==> src/rtl/cam_stream_pkg.sv <==
// Shared types and constants for the camera-side test-pattern stream generator.
package cam_stream_pkg;

    typedef enum logic [2:0] {
        ST_IDLE,
        ST_VSYNC,
        ST_VBP,
        ST_ACTIVE,
        ST_VFP
    } state_t;

    localparam logic [1:0] PAT_SOLID = 2'd0;
    localparam logic [1:0] PAT_GRAD  = 2'd1;
    localparam logic [1:0] PAT_CHECK = 2'd2;
    localparam logic [1:0] PAT_MARCH = 2'd3;

    localparam int unsigned RGB_R_W = 5;
    localparam int unsigned RGB_G_W = 6;
    localparam int unsigned RGB_B_W = 5;
    localparam int unsigned PIX_W   = RGB_R_W + RGB_G_W + RGB_B_W;
    localparam int unsigned FRAME_W = 16;

    // Counter width for values 0..n-1, never narrower than one bit.
    function automatic int unsigned cnt_w(input int unsigned n);
        return (n > 1) ? $clog2(n) : 1;
    endfunction

endpackage

==> src/rtl/cam_pixel_pattern.sv <==
// Combinational test-pattern generator: pixel coordinate and frame number to RGB565.
module cam_pixel_pattern
    import cam_stream_pkg::*;
#(
    parameter int unsigned X_W = 8,
    parameter int unsigned Y_W = 7
) (
    input  logic [X_W-1:0]     x,
    input  logic [Y_W-1:0]     y,
    input  logic [FRAME_W-1:0] frame,
    input  logic [1:0]         pattern,
    input  logic [PIX_W-1:0]   color,
    output logic [PIX_W-1:0]   pixel_c
);

    logic [PIX_W-1:0] xw;
    logic [PIX_W-1:0] yw;

    assign xw = PIX_W'(x);
    assign yw = PIX_W'(y);

    always_comb begin
        pixel_c = '0;
        case (pattern)
            PAT_SOLID: pixel_c = color;
            PAT_GRAD:  pixel_c = {xw[RGB_R_W-1:0], yw[RGB_G_W-1:0], frame[RGB_B_W-1:0]};
            PAT_CHECK: pixel_c = (xw[3] ^ yw[3]) ? '1 : '0;
            default:   pixel_c = xw + yw + PIX_W'(frame);
        endcase
    end

endmodule

==> src/rtl/cam_stream_gen.sv <==
// OV7670-style frame transmitter (vsync/href/RGB565 bytes) paced by a byte-rate tick.
module cam_stream_gen
    import cam_stream_pkg::*;
#(
    parameter int unsigned H_ACTIVE    = 160,
    parameter int unsigned H_BLANK     = 16,
    parameter int unsigned V_ACTIVE    = 120,
    parameter int unsigned VSYNC_LINES = 2,
    parameter int unsigned VBP_LINES   = 3,
    parameter int unsigned VFP_LINES   = 2
) (
    input  logic               clk,
    input  logic               rst,
    input  logic               tick_i,
    input  logic               enable_i,
    input  logic [1:0]         pattern_sel_i,
    input  logic [PIX_W-1:0]   color_i,
    output logic               vsync_o,
    output logic               href_o,
    output logic [7:0]         data_o,
    output logic               de_o,
    output logic [FRAME_W-1:0] frame_cnt_o,
    output logic               busy_o
);

    localparam int unsigned HREF_TICKS = 2 * H_ACTIVE;
    localparam int unsigned LINE_TICKS = HREF_TICKS + H_BLANK;
    localparam int unsigned MAX_A      = (VSYNC_LINES > VBP_LINES) ? VSYNC_LINES : VBP_LINES;
    localparam int unsigned MAX_B      = (V_ACTIVE > VFP_LINES) ? V_ACTIVE : VFP_LINES;
    localparam int unsigned MAX_LINES  = (MAX_A > MAX_B) ? MAX_A : MAX_B;
    localparam int unsigned T_W        = cnt_w(LINE_TICKS);
    localparam int unsigned L_W        = cnt_w(MAX_LINES);
    localparam int unsigned X_W        = cnt_w(H_ACTIVE);
    localparam int unsigned Y_W        = cnt_w(V_ACTIVE);

    state_t             state_q, nxt_state;
    logic [T_W-1:0]     tick_q, nxt_tick;
    logic [L_W-1:0]     line_q, nxt_line;
    logic [1:0]         pat_q, nxt_pat;
    logic [PIX_W-1:0]   color_q, nxt_color;
    logic [FRAME_W-1:0] flat_q, nxt_flat, nxt_frame;
    logic               latch, nxt_href;
    logic [X_W-1:0]     pix_x;
    logic [Y_W-1:0]     pix_y;
    logic [PIX_W-1:0]   pixel;

    function automatic logic [L_W-1:0] last_line(input state_t s);
        case (s)
            ST_VSYNC:  return L_W'(VSYNC_LINES - 1);
            ST_VBP:    return L_W'(VBP_LINES - 1);
            ST_ACTIVE: return L_W'(V_ACTIVE - 1);
            ST_VFP:    return L_W'(VFP_LINES - 1);
            default:   return '0;
        endcase
    endfunction

    // Successor in frame order; IDLE marks the end of the frame.
    function automatic state_t succ(input state_t s);
        case (s)
            ST_VSYNC:  return ST_VBP;
            ST_VBP:    return ST_ACTIVE;
            ST_ACTIVE: return ST_VFP;
            default:   return ST_IDLE;
        endcase
    endfunction

    // Skip forward over regions configured with zero lines.
    function automatic state_t first_from(input state_t s);
        state_t r;
        r = s;
        if (r == ST_VSYNC  && VSYNC_LINES == 0) r = ST_VBP;
        if (r == ST_VBP    && VBP_LINES   == 0) r = ST_ACTIVE;
        if (r == ST_ACTIVE && V_ACTIVE    == 0) r = ST_VFP;
        if (r == ST_VFP    && VFP_LINES   == 0) r = ST_IDLE;
        return r;
    endfunction

    // Position of the byte to be presented after the next tick.
    always_comb begin
        nxt_state = state_q;
        nxt_tick  = tick_q;
        nxt_line  = line_q;
        nxt_frame = frame_cnt_o;
        latch     = 1'b0;
        if (state_q == ST_IDLE) begin
            latch    = enable_i;
            nxt_tick = '0;
            nxt_line = '0;
        end else if (tick_q == T_W'(LINE_TICKS - 1)) begin
            nxt_tick = '0;
            if (line_q == last_line(state_q)) begin
                nxt_line  = '0;
                nxt_state = first_from(succ(state_q));
                if (nxt_state == ST_IDLE) begin
                    nxt_frame = frame_cnt_o + FRAME_W'(1);
                    latch     = enable_i;
                end
            end else begin
                nxt_line = line_q + L_W'(1);
            end
        end else begin
            nxt_tick = tick_q + T_W'(1);
        end
        if (latch) begin
            nxt_state = first_from(ST_VSYNC);
        end
        nxt_pat   = latch ? pattern_sel_i : pat_q;
        nxt_color = latch ? color_i : color_q;
        nxt_flat  = latch ? nxt_frame : flat_q;
        nxt_href  = (nxt_state == ST_ACTIVE) && (32'(nxt_tick) < HREF_TICKS);
    end

    assign pix_x = X_W'(nxt_tick >> 1);
    assign pix_y = Y_W'(nxt_line);

    cam_pixel_pattern #(
        .X_W (X_W),
        .Y_W (Y_W)
    ) u_pattern (
        .x       (pix_x),
        .y       (pix_y),
        .frame   (nxt_flat),
        .pattern (nxt_pat),
        .color   (nxt_color),
        .pixel_c (pixel)
    );

    // Stream state and outputs advance only on tick cycles; de_o is a one-cycle strobe.
    always_ff @(posedge clk or posedge rst) begin
        if (rst) begin
            state_q     <= ST_IDLE;
            tick_q      <= '0;
            line_q      <= '0;
            pat_q       <= PAT_SOLID;
            color_q     <= '0;
            flat_q      <= '0;
            vsync_o     <= 1'b0;
            href_o      <= 1'b0;
            data_o      <= '0;
            de_o        <= 1'b0;
            frame_cnt_o <= '0;
            busy_o      <= 1'b0;
        end else begin
            de_o <= 1'b0;
            if (tick_i) begin
                state_q     <= nxt_state;
                tick_q      <= nxt_tick;
                line_q      <= nxt_line;
                pat_q       <= nxt_pat;
                color_q     <= nxt_color;
                flat_q      <= nxt_flat;
                frame_cnt_o <= nxt_frame;
                vsync_o     <= (nxt_state == ST_VSYNC);
                href_o      <= nxt_href;
                de_o        <= nxt_href;
                busy_o      <= (nxt_state != ST_IDLE);
                if (!nxt_href) begin
                    data_o <= '0;
                end else if (nxt_tick[0]) begin
                    data_o <= pixel[7:0];
                end else begin
                    data_o <= pixel[15:8];
                end
            end
        end
    end

endmodule

==> config.mk <==
export PLATFORM = sky130hd
export DESIGN_NAME = cam_stream_gen
export DESIGN_NICKNAME = d
export VERILOG_FILES = /design/src/rtl/cam_stream_pkg.sv /design/src/rtl/cam_pixel_pattern.sv /design/src/rtl/cam_stream_gen.sv
export SDC_FILE = /design/constraint.sdc
export NUM_CORES = 1
export LEC_CHECK = 0
export ABC_AREA = 1
export ABC_CLOCK_PERIOD_IN_PS = 3650
export CAP_MARGIN = 40
export CELL_PAD_IN_SITES_DETAIL_PLACEMENT = 0
export CELL_PAD_IN_SITES_GLOBAL_PLACEMENT = 1
export CORE_MARGIN = 10
export CORE_UTILIZATION = 39
export DETAILED_ROUTE_END_ITERATION = 6
export PLACE_DENSITY_LB_ADDON = 0.3
export REMOVE_ABC_BUFFERS = 1
export SYNTH_ARGS = -nofsm -noshare
export SYNTH_HDL_FRONTEND = slang
export SYNTH_HIERARCHICAL = 1
export SYNTH_SLANG_ARGS = --single-unit
==> constraint.sdc <==
create_clock -name clk -period 3.65 [get_ports clk]
set_clock_uncertainty 0.05 [all_clocks]
set_input_delay 0.5475 -clock clk [delete_from_list [all_inputs] [get_ports clk]]
set_output_delay 0.5475 -clock clk [all_outputs]
set_load 0.01 [all_outputs]
# Word level (Yosys, flattened, before mapping)
# Cells that the tools add are included.
# totals
reg_bits	81
in_bits	22
out_inout_bits	28
wordCells	67
# op_classes
n_addsub	5
n_lt_le_gt_ge	1
n_eq_ne	10
muxes	32
bitwise	1
n_reduce_logical	6
# op_table
cell	n
two-way mux 16 bit	7
case mux 16 bit (3 select lines)	1
two-way mux 7 bit	5
two-way mux 3 bit	7
case mux 7 bit (3 select lines)	1
two-way mux 9 bit	2
adder 16 x 1 -> 16 bit, second input constant	1
adder 16 bit	1
two-way mux 8 bit	2
adder 8 x 7 -> 9 bit	1
adder 9 x 1 -> 9 bit, second input constant	1
== test 3 x 2 -> 1 bit, second input constant	3
== test 9 bit, second input constant	1
< comparator 9 bit, second input constant	1
case mux 3 bit (3 select lines)	1
adder 7 x 1 -> 7 bit, second input constant	1
== test 7 bit	1
== test 3 x 1 -> 1 bit, second input constant	2
zero test 3 bit	2
two-way mux 1 bit	5
== test 3 bit, second input constant	1
nonzero test 3 bit	1
== test 2 x 1 -> 1 bit, second input constant	1
== test 2 bit, second input constant	1
other kinds (5)	5

# Longest topological paths before layout
# Gate-level depths: netlist of run 1.
# depth
ltp_word	19
mapped_depth	34
ltp_nobuf	32

# Hierarchy
# Netlist of run 1, hierarchy kept.
# modules_own_cells
module	n_inst	cells_each	area_each_um2	seq_area_each_um2
cam_stream_gen	1	639	4672.0	2026.9
cam_pixel_pattern	1	207	1193.6	0.0

# Worst setup path after synthesis of run 1
# Ideal clock, no wire load.
# synth_path
kind	reg-to-reg
start	register state_q[2]
end	register data_o[1]
setup_time_ns	0.066
arrival_ns	3.707
required_time_ns	3.534
setup_slack_ns	-0.172
path_stages_with_launch	34
path_buffers	2
period_less_slack_ns	3.822
cell_sequence	dfrtp_1 buf_6 inv_6 nand2_2 nor2_1 nand2_1 nand2_1 nand2_1 nor2_4 nand2_4 nand2_4 nand2_4 inv_4 buf_4 or2_2 and2_1 inv_1 fa_1 inv_1 ha_1 inv_1 fa_1 inv_1 nand3_1 nand3_1 nand2_1 nand2_1 xor2_1 nand2_1 nand2_1 nand2_1 nand2_1 nand3_1 nand2_1
# synth_between
elab_chain_cells	15
word_cells_on_any_way	47
classes_between	add/sub (2); order compare (1); eq/ne (8); mux (30); bitwise (1); reduce/logical (5)
# synth_rtl
element	line	source
start, declared	cam_stream_gen.sv:36	state_t state_q, nxt_state;
start signal, assigned	cam_stream_gen.sv:146	state_q <= nxt_state;
== test 3 x 2 -> 1 bit or == test 3 x 1 -> 1 bit (tied branches)	cam_stream_gen.sv:48, cam_stream_gen.sv:59	
case mux 3 bit (3 select lines)	cam_stream_gen.sv:59	case (s)
two-way mux 3 bit	cam_stream_gen.sv:91	if (line_q == last_line(state_q)) begin
two-way mux 3 bit	cam_stream_gen.sv:89	end else if (tick_q == T_W'(LINE_TICKS - 1)) begin
two-way mux 3 bit	cam_stream_gen.sv:85	if (state_q == ST_IDLE) begin
zero test 3 bit	cam_stream_gen.sv:94	if (nxt_state == ST_IDLE) begin
two-way mux 16 bit or two-way mux 1 bit (tied branches)	cam_stream_gen.sv:94	
two-way mux 16 bit or two-way mux 1 bit (tied branches)	cam_stream_gen.sv:91	
two-way mux 16 bit or two-way mux 1 bit (tied branches)	cam_stream_gen.sv:89	
two-way mux 16 bit or two-way mux 1 bit (tied branches)	cam_stream_gen.sv:85	
two-way mux 16 bit *	cam_stream_gen.sv:109	nxt_flat = latch ? nxt_frame : flat_q;
named net nxt_flat[0]	cam_stream_gen.sv:41	logic [FRAME_W-1:0] flat_q, nxt_flat, nxt_frame;
adder 16 bit *	cam_pixel_pattern.sv:28	default: pixel_c = xw + yw + PIX_W'(frame);
case mux 16 bit (3 select lines) *	cam_pixel_pattern.sv:24	case (pattern)
named net pixel[9]	cam_stream_gen.sv:45	logic [PIX_W-1:0] pixel;
two-way mux 8 bit *	cam_stream_gen.sv:159	end else if (nxt_tick[0]) begin
two-way mux 8 bit *	cam_stream_gen.sv:157	if (!nxt_href) begin
end signal, assigned	cam_stream_gen.sv:160	data_o <= pixel[7:0];
end signal, assigned	cam_stream_gen.sv:162	data_o <= pixel[15:8];
end, declared	cam_stream_gen.sv:20	output logic [7:0] data_o,
# Mark *: on every way through the listed nets, which the timed path passes. The rest lies on a longest branch. The select of a mux whose other input is x is not followed.
# A chain may end at the register's enable or synchronous reset.

# Worst setup path after layout of run 1
# layout_path
start	register state_q[2]
end	register data_o[6]
# Same word-level chain as after synthesis.

==> flow_metrics.env, run 1 <==
export IMPL_switching_share_pct=37.62
export IMPL_grt_overflow=0
export IMPL_clk_path_buf_depth=2
export IMPL_drt_first_iter_violations=366
export IMPL_clkPwrFrac_pct=24.7
export IMPL_row_count=44
export IMPL_met1_usage_pct=23.89
export IMPL_die_area_um2=20340
export IMPL_rsz0062_at_grt="yes"
export IMPL_die_x_um=142.6
export IMPL_vias=5858
export IMPL_io_pins=50
export IMPL_finalWirelength_um=17490
export IMPL_cts_root_buf="clkbuf_16"
export IMPL_critPathCaptureType="register"
export IMPL_r2r_worst_path_cells=26
export IMPL_use_met3_pct=4.080
export IMPL_busiest_layer="met2"
export IMPL_clk_pin_slew_ns=0.06
export IMPL_grt_max_degree=52
export IMPL_tightestPinTransition_ns=0.7092
export IMPL_synth_seq_area_share_pct=34.56
export IMPL_cp_data_arrival_time_ns=3.97
export IMPL_final_cell_mix="nand2_1, buf_4, inv_1, dfrtp_1, nand3_1"
export IMPL_leakage_nw=3.944
export IMPL_hold_buffers=0
export IMPL_hold_violations=0
export IMPL_avgViaCountPerCell=4.939
export IMPL_drc_errors=0
export IMPL_relSlewSlack_pct=52.72
export IMPL_crit_cells=26
export IMPL_critPathSlowestCell="fa_1"
export IMPL_status="finished, violations left"
export IMPL_ir_drop_v=0.0002470
export IMPL_synthArstFlopShare_pct=100.0
export IMPL_numCtsBuffers=9
export IMPL_syn_area_um2=5866
export IMPL_dp_slack_ns=-0.3256
export IMPL_critical_path_endpoint="data_o[6]"
export IMPL_final_seq_area_um2=2031
export IMPL_antenna_found_initial=0
export IMPL_crit_family="simple AND/OR/NAND/NOR gates"
export IMPL_grt_pass1_wl_um=28970
export IMPL_use_met2_pct=28.42
export IMPL_port_buffers=49
export IMPL_gr_usage_all_layers_pct=17.79
export IMPL_synth_ff_type="dfrtp_1"
export IMPL_firstDrtPassIters=5
export IMPL_htreeDepth=3
export IMPL_whs_ns=0.4229
export IMPL_synth_edf_count=0
export IMPL_p_comb_share_pct=43.6
export IMPL_power_switching_mw=1.341
export IMPL_slew_violations=0
export IMPL_maxCapViolations=0
export IMPL_synth_ff_latch_count=81
export IMPL_nets=1041
export IMPL_powerDensity_nw_per_um2=445.9
export IMPL_cp_common_cell="nand2_1"
export IMPL_post_route_period_util_pct=102.3
export IMPL_grt_pass1_vias=5753
export IMPL_dpl_hpwl_um=12980
export IMPL_start_util_pct=40.05
export IMPL_cts_sinks=81
export IMPL_fillers=1429
export IMPL_diodes=0
export IMPL_r2r_start="state_q[2]"
export IMPL_p_int_mw=2.223
export IMPL_slowest_delay_ns=0.52
export IMPL_synth_cell_type_count=46
export IMPL_syn2layout_area_growth_pct=36.26
export IMPL_clk_latency_ns=0.35
export IMPL_multi_input_area_um2=3573
export IMPL_r2r_end="data_o[6]"
export IMPL_worstPathRequired_ns=3.89
export IMPL_setup_viol=8
export IMPL_cts_tree="yes"
export IMPL_crit_fanout=7
export IMPL_coreArea_um2=14640
export IMPL_routabilityCongestion=0.8803
export IMPL_hp_class="reg -> reg"
export IMPL_postSynthCellCount=846
export IMPL_startpoint="state_q[2]"
export IMPL_postRouteAntennaNets=0
export IMPL_start_kind="register"
export IMPL_violations="setup timing"
export IMPL_setup_slack_ns=-0.08213
export IMPL_period_needed_ns=3.732
export IMPL_crit_type="reg -> reg"
export IMPL_avgRoutedWirePerCell_um=14.74
export IMPL_path_buf_inv=3
export IMPL_utilization_pct=54.58
export IMPL_power_frac_seq_pct=31.7
export IMPL_avgSynthCellArea_um2=6.933
export IMPL_fmax_ghz=0.2679
export IMPL_die_height_um=142.6
export IMPL_yosysWarnings=6
export IMPL_drive_above_1_share_pct=24.85
export IMPL_final_common_cell="nand2_1"
export IMPL_reg2reg_setup_slack_ns=-0.08
worst min path at each step:
stage	startpoint	slack (ns)	cells past startpoint	endpoint
3_5_place_dp	flat_q[9]	0.41	2	flat_q[9]
2_1_floorplan	flat_q[0]	0.39	2	flat_q[0]
3_3_place_gp	flat_q[14]	0.40	2	flat_q[14]
5_1_grt	flat_q[11]	0.45	2	flat_q[11]
6_report	flat_q[9]	0.42	2	flat_q[9]
4_1_cts	flat_q[9]	0.43	2	flat_q[9]
flip-flops by register name (all words and copies together), names as in the netlist, 2 cells and up:
signal,count
color_q,16
data_o,8
flat_q,16
frame_cnt_o,16
line_q,7
pat_q,2
state_q,3
tick_q,9
layout make-up:
cell class	count	share of cell area [%]
multi-input combinational	627	44.71
inverter	108	5.276
timing repair buffer	171	18.19
sequential	81	25.41
tap	184	2.880
clock inverter	2	0.1565
clock buffer	13	3.381
synthesized netlist by cell type (3+ instances only):
cell / instances / area [µm²]
nand2_4: 3 / 33.78
o21ai_2: 15 / 131.4
a31oi_1: 5 / 31.28
o21ai_1: 5 / 25.02
ha_1: 13 / 162.7
and2_1: 7 / 43.79
nor3_1: 8 / 40.04
buf_2: 3 / 15.01
nand3b_1: 3 / 22.52
dfrtp_1: 81 / 2027
o21a_1: 4 / 30.03
a221oi_1: 11 / 96.34
o21ai_0: 57 / 285.3
nand3_1: 72 / 360.4
fa_1: 8 / 160.2
or2_2: 6 / 37.54
a32oi_1: 3 / 26.28
nor2_2: 4 / 25.02
inv_2: 5 / 18.77
nand2_1: 300 / 1126
o21bai_1: 3 / 22.52
nand4_1: 12 / 75.07
buf_4: 8 / 60.06
clkbuf_1: 10 / 37.54
nor2_1: 50 / 187.7
buf_1: 6 / 22.52
inv_1: 99 / 371.6
xnor2_1: 3 / 26.28
a21oi_1: 3 / 15.01
o211ai_1: 3 / 22.52
xor2_1: 14 / 122.6
power by group through the flow:
stage	clock (mW)	sequential, mW	combinational (mW)
6_report	0.881	1.13	1.55
3_5_place_dp	0	1.14	1.38
5_1_grt	0.934	1.15	1.73
2_1_floorplan	0	1.15	0.824
3_3_place_gp	0	1.14	1.38
4_1_cts	0.900	1.13	1.49
what timing repair did:
action / CTS / global route
pin swaps: 21 / 20
gates cloned: 0 / 0
resized for setup: 40 / 54
buffers inserted: 20 / 11
setup endpoints to repair: 8 / 9
per-layer routing:
metal	wire (µm)	vias to the layer above	part of all wire, %
met4	161	0	0.92
met5	0	-	0
met3	805	13	4.6
met2	8056	92	46
met1	8462	2731	48
li1	-	3022	-
cell families after synthesis:
family,Yosys count,share of synthesized area [%]
simple gates,475,35.11
buf+inv,138,9.962
compound gates,114,12.33
fa+ha+maj,21,5.503
flops,81,34.56
xor+xnor,17,2.539
tightest hold or removal path, cell delays in order, from the launching register on:
cell,delay (ns)
dfrtp_1,0.34
nand2_1,0.05
nand2_1,0.05
stage by stage:
| step | cell area [µm²] | TNS [ns] | power [mW] | instances |
|---|---|---|---|---|
| 2_1_floorplan | 5694 | -2.486 | 1.971 | 816 |
| 3_3_place_gp | 7112 | -1.320 | 2.515 | 1139 |
| 3_5_place_dp | 7139 | -2.030 | 2.525 | 1140 |
| 4_1_cts | 7739 | -0.03100 | 3.514 | 1175 |
| 5_1_grt | 7993 | -3.029 | 3.809 | 1186 |
| 6_report | 7993 | -0.3665 | 3.564 | 1186 |
(Power assumes the default switching activity.)
==> run 2: changes to the inputs <==
Settings changed: TNS_END_PERCENT set to 50.
==> run 2 against run 1 <==
Against the previous run: the flow still finishes with violations (setup timing); wire length shrank 0.31%; flip-flop and latch count is the same; combinational power is essentially flat; total power shrank 0.26%; clock-buffer cell count is the same; critical endpoint is now flat_q[6]; non-clock buffer count is the same; utilization shrank 0.37 points; via count grew 0.58%; worst hold slack is essentially flat; critical path type unchanged; first-iteration DRC count grew 14%; largest cell class unchanged; clock power is essentially flat; setup slack lost 0.039 ns.
==> flow_metrics.env, run 2 (same netlist as run 1, synthesis figures left out) <==
export IMPL_slowest_delay_ns=0.42
export IMPL_post_route_period_util_pct=103.3
export IMPL_leakage_nw=3.935
export IMPL_die_height_um=142.6
export IMPL_period_needed_ns=3.771
export IMPL_postRouteAntennaNets=0
export IMPL_grt_pass1_wl_um=28970
export IMPL_powerDensity_nw_per_um2=447.7
export IMPL_use_met3_pct=4.080
export IMPL_avgViaCountPerCell=4.968
export IMPL_clk_latency_ns=0.35
export IMPL_status="finished, violations left"
export IMPL_power_frac_seq_pct=31.7
export IMPL_stdcell_area_um2=7939
export IMPL_syn2layout_area_growth_pct=35.35
export IMPL_clk_path_buf_depth=2
export IMPL_use_met2_pct=28.42
export IMPL_final_cell_mix="nand2_1, buf_4, inv_1, dfrtp_1, nand3_1"
export IMPL_clk_pin_slew_ns=0.06
export IMPL_reg_top3="color_q x16, flat_q x16, frame_cnt_o x16"
export IMPL_slew_violations=0
export IMPL_path_buf_inv=16
export IMPL_fin_tns_setup_ns=-0.3057
export IMPL_r2r_worst_path_cells=27
export IMPL_r2r_start="state_q[2]"
export IMPL_relSlewSlack_pct=52.88
export IMPL_die_area_um2=20340
export IMPL_crit_fanout=7
export IMPL_avgRoutedWirePerCell_um=14.70
export IMPL_switching_share_pct=37.53
export IMPL_gr_usage_all_layers_pct=17.79
export IMPL_fillers=1440
export IMPL_worstPathRequired_ns=3.84
export IMPL_crit_type="reg -> reg"
export IMPL_fmax_ghz=0.2652
export IMPL_critical_path_endpoint="flat_q[6]"
export IMPL_ir_drop_v=0.0002453
export IMPL_antenna_found_initial=0
export IMPL_critPathSlowestCell="dfrtp_2"
export IMPL_crit_cells=27
export IMPL_io_pins=50
export IMPL_maxCapViolations=0
export IMPL_nets=1041
export IMPL_crit_family="buffers and inverters"
export IMPL_htreeDepth=3
export IMPL_utilization_pct=54.21
export IMPL_port_buffers=49
export IMPL_firstDrtPassIters=5
export IMPL_row_count=44
export IMPL_rsz0062_at_grt="yes"
export IMPL_power_switching_mw=1.334
export IMPL_drc_errors=0
export IMPL_grt_max_degree=52
export IMPL_numCtsBuffers=9
export IMPL_r2r_end="flat_q[6]"
export IMPL_setup_slack_ns=-0.1212
export IMPL_hold_violations=0
export IMPL_cts_sinks=81
export IMPL_busiest_layer="met2"
export IMPL_routabilityCongestion=0.8803
export IMPL_diodes=0
export IMPL_drt_first_iter_violations=419
export IMPL_placed_cell_area_um2=7139
export IMPL_startpoint="state_q[2]"
export IMPL_reg2reg_setup_slack_ns=-0.12
export IMPL_grt_overflow=0
export IMPL_coreArea_um2=14640
export IMPL_dp_slack_ns=-0.3256
export IMPL_cp_data_arrival_time_ns=3.96
export IMPL_die_x_um=142.6
export IMPL_grt_pass1_vias=5753
export IMPL_p_int_mw=2.221
export IMPL_setup_viol=8
export IMPL_start_util_pct=40.05
export IMPL_min_from="flat_q[9]"
export IMPL_vias=5892
export IMPL_final_seq_area_um2=2031
export IMPL_final_common_cell="nand2_1"
export IMPL_dpl_hpwl_um=12980
export IMPL_finalWirelength_um=17430
export IMPL_drive_above_1_share_pct=23.75
export IMPL_cts_tree="yes"
export IMPL_p_comb_share_pct=43.5
export IMPL_cts_root_buf="clkbuf_16"
export IMPL_tightestPinTransition_ns=0.7068
export IMPL_start_kind="register"
export IMPL_met1_usage_pct=23.89
export IMPL_multi_input_area_um2=3520
export IMPL_hp_class="reg -> reg"
export IMPL_clkPwrFrac_pct=24.8
export IMPL_critPathCaptureType="register"
export IMPL_violations="setup timing"
export IMPL_cp_common_cell="buf_4"
run 2: per-stage QoR:
| step | hold slack, ns | power (mW) | std cells |
|---|---|---|---|
| CTS | 0.4254 | 3.514 | 1175 |
| detailed placement | 0.4089 | 2.525 | 1140 |
| finish | 0.4229 | 3.555 | 1186 |
| global route | 0.4463 | 3.802 | 1186 |
| global placement | 0.4048 | 2.515 | 1139 |
| floorplan | 0.3917 | 1.971 | 816 |
run 2: cell type report:
class | instances | area share [%]
multi-input combinational | 627 | 44.33
clock inverter | 2 | 0.1576
timing repair buffer | 171 | 18.31
tap | 184 | 2.900
clock buffer | 13 | 3.404
inverter | 108 | 5.311
sequential | 81 | 25.58
run 2: metal layers:
| metal | vias up | wire length, µm |
|---|---|---|
| li1 | 3019 | - |
| met2 | 110 | 8020 |
| met1 | 2750 | 8371 |
| met4 | 0 | 162 |
| met3 | 13 | 877 |
| met5 | - | 0 |
run 2: power by group through the flow:
stage	registers (mW)	logic [mW]	clock network, mW
floorplan	1.15	0.824	0
global placement	1.14	1.38	0
detailed placement	1.14	1.38	0
CTS	1.13	1.49	0.900
global route	1.15	1.72	0.934
finish	1.13	1.55	0.880
run 2: how the worst min path moves through the flow:
| stage | depth (start not counted) | slack (ns) | endpoint |
|---|---|---|---|
| 3_3_place_gp | 2 | 0.40 | flat_q[14] |
| 6_report | 2 | 0.42 | flat_q[9] |
| 2_1_floorplan | 2 | 0.39 | flat_q[0] |
| 5_1_grt | 2 | 0.45 | flat_q[11] |
| 3_5_place_dp | 2 | 0.41 | flat_q[9] |
| 4_1_cts | 2 | 0.43 | flat_q[9] |
run 2: what timing repair did:
| action | 4_1_cts | 5_1_grt |
|---|---|---|
| pin swaps | 21 | 18 |
| hold buffers | 0 | 0 |
| gates cloned | 0 | 0 |
| setup buffers | 20 | 11 |
| setup endpoints to repair | 8 | 9 |
| resized for setup | 40 | 38 |
run 2: worst min-delay path: stages (launching register included):
cell and delay (ns):
dfrtp_1 0.34, nand2_1 0.05, nand2_1 0.05
==> run 3: changes to the inputs <==
Settings changed: CAP_MARGIN 40 to 5, CTS_CLUSTER_DIAMETER set to 50.
==> run 3 against run 2 <==
Against the previous run: the run still ends with setup timing left; sequential power is essentially flat; setup slack improved by 0.057 ns; clock-buffer cell count is 3 lower; flip-flop and latch count unchanged; utilization fell by 0.66 points; design area is 1.2% lower; die area unchanged; final cell count is 1.0% lower; worst hold slack better by 0.0041 ns; via count fell by 2.0%; clock power is 11% higher; critical path type unchanged; highest routed layer unchanged.
==> flow_metrics.env, run 3 (same netlist as run 1, synthesis figures left out) <==
export IMPL_status="finished, violations left"
export IMPL_violations="setup timing"
export IMPL_clk_pin_slew_ns=0.06
export IMPL_setup_slack_ns=-0.06420
export IMPL_worstPathRequired_ns=3.89
export IMPL_die_area_um2=20340
export IMPL_htreeDepth=3
export IMPL_fmax_ghz=0.2692
export IMPL_powerDensity_nw_per_um2=466.0
export IMPL_clk_path_buf_depth=2
export IMPL_drc_errors=0
export IMPL_numCtsBuffers=9
export IMPL_grt_pass1_vias=5715
export IMPL_diodes=0
export IMPL_coreArea_um2=14640
export IMPL_leakage_nw=3.886
export IMPL_cts_root_buf="clkbuf_16"
export IMPL_period_needed_ns=3.714
export IMPL_avgRoutedWirePerCell_um=14.70
export IMPL_critPathCaptureType="register"
export IMPL_ir_drop_v=0.0002175
export IMPL_port_buffers=49
export IMPL_final_cell_mix="nand2_1, buf_4, inv_1, dfrtp_1, nand3_1"
export IMPL_nets=1028
export IMPL_row_count=44
export IMPL_hp_class="reg -> reg"
export IMPL_routabilityCongestion=0.8803
export IMPL_postRouteAntennaNets=0
export IMPL_antenna_found_initial=0
export IMPL_rsz0062_at_grt="yes"
export IMPL_grt_pass1_wl_um=28860
export IMPL_start_util_pct=40.05
export IMPL_setup_viol=5
export IMPL_cts_sinks=81
export IMPL_crit_type="reg -> reg"
export IMPL_dpl_hpwl_um=12920
export IMPL_clk_latency_ns=0.35
export IMPL_crit_fanout=5
export IMPL_final_common_cell="nand2_1"
export IMPL_vias=5775
export IMPL_io_pins=50
export IMPL_relSlewSlack_pct=28.62
export IMPL_start_kind="register"
export IMPL_slew_violations=0
export IMPL_finalWirelength_um=17250
export IMPL_firstDrtPassIters=5
export IMPL_drt_first_iter_violations=381
export IMPL_hold_violations=0
export IMPL_hold_depth=2
export IMPL_maxCapViolations=0
export IMPL_tightestPinTransition_ns=1.070
export IMPL_syn2layout_area_growth_pct=33.70
export IMPL_gr_usage_all_layers_pct=17.61
export IMPL_die_x_um=142.6
export IMPL_dp_slack_ns=-0.2960
export IMPL_reg2reg_setup_slack_ns=-0.06
export IMPL_grt_overflow=0
export IMPL_r2r_worst_path_cells=27
export IMPL_drive_above_1_share_pct=22.93
export IMPL_post_route_period_util_pct=101.8
export IMPL_reg_top3="color_q x16, flat_q x16, frame_cnt_o x16"
export IMPL_cts_tree="yes"
export IMPL_avgViaCountPerCell=4.919
export IMPL_grt_max_degree=52
export IMPL_cp_data_arrival_time_ns=3.95
export IMPL_die_height_um=142.6
export IMPL_utilization_pct=53.55
export IMPL_fillers=1462
==> run 3: cell count changes in the layout (fill, tap and decap cells not counted), sizes merged <==
cell,previous run,this run
buf,123,109
clkbuf,13,10
bufinv,0,2
clkinv,6,7
inv,103,104
nand3,75,76
==> run 3: metrics by stage <==
step / hold WS [ns] / area, µm² / instances / power [mW] / TNS (ns)
floorplan: 0.3917 / 5694 / 816 / 1.971 / -2.486
detailed placement: 0.4121 / 7112 / 1139 / 2.527 / -1.851
global route: 0.4525 / 7843 / 1174 / 3.895 / -2.133
finish: 0.4270 / 7843 / 1174 / 3.655 / -0.1297
global placement: 0.4048 / 7112 / 1139 / 2.515 / -1.320
CTS: 0.4295 / 7669 / 1165 / 3.626 / -0.1045
==> run 3: final cells by class <==
class,count,area (µm²),area share (%)
clock buffer,10,229.0,2.920
inverter,108,419.2,5.345
sequential,81,2031,25.89
timing repair buffer,157,1329,16.94
tap,184,230.2,2.936
multi-input combinational,628,3522,44.91
clock inverter,6,82.58,1.053
==> run 3: power by group <==
group          total [mW]  internal [mW]  switching, mW
logic                1.55          0.672          0.879
clock network       0.975          0.596          0.379
registers            1.13           1.04         0.0876
==> run 3: routing by layer <==
metal	GRT usage (%)	part of all wire, %	vias to the layer above
li1	-	-	2994
met1	23.49	48	2673
met2	28.84	46	92
met3	3.416	4.5	16
met4	4.072	1.0	0
met5	0	0	-
==> run 3: critical path: stages, from the launching register on <==
cell	delay [ns]
dfrtp_2	0.42
buf_4	0.14
nand2_1	0.09
nand2_1	0.06
nand2_1	0.07
nand3_2	0.08
nor2_4	0.21
nand3_4	0.18
xor2_2	0.21
nand2_1	0.08
and2_4	0.16
inv_2	0.04
fa_2	0.35
inv_2	0.07
ha_4	0.12
inv_2	0.04
fa_2	0.36
inv_2	0.08
nand3_2	0.06
nand3_2	0.09
buf_4	0.12
xor2_1	0.14
nand2_1	0.06
nand4_1	0.07
nand3_1	0.09
nand2_1	0.07
nand3_1	0.08
nand2_1	0.08
==> run 3: what timing repair did <==
action,in CTS,in global routing
hold buffers,0,0
pin swaps,26,29
cloned,1,0
buffers inserted,10,9
setup endpoints to repair,8,8
resized for setup,41,35
==> run 3: path summary, 6_finish.rpt <==
check / start / end
worst max-delay path: state_q[2] / data_o[5]
min in group asynchronous: rst / flat_q[1]
worst max register to register: state_q[2] / data_o[5]
worst min-delay path: flat_q[14] / flat_q[14]
worst min register to register: flat_q[14] / flat_q[14]
max in group asynchronous: rst / data_o[3]
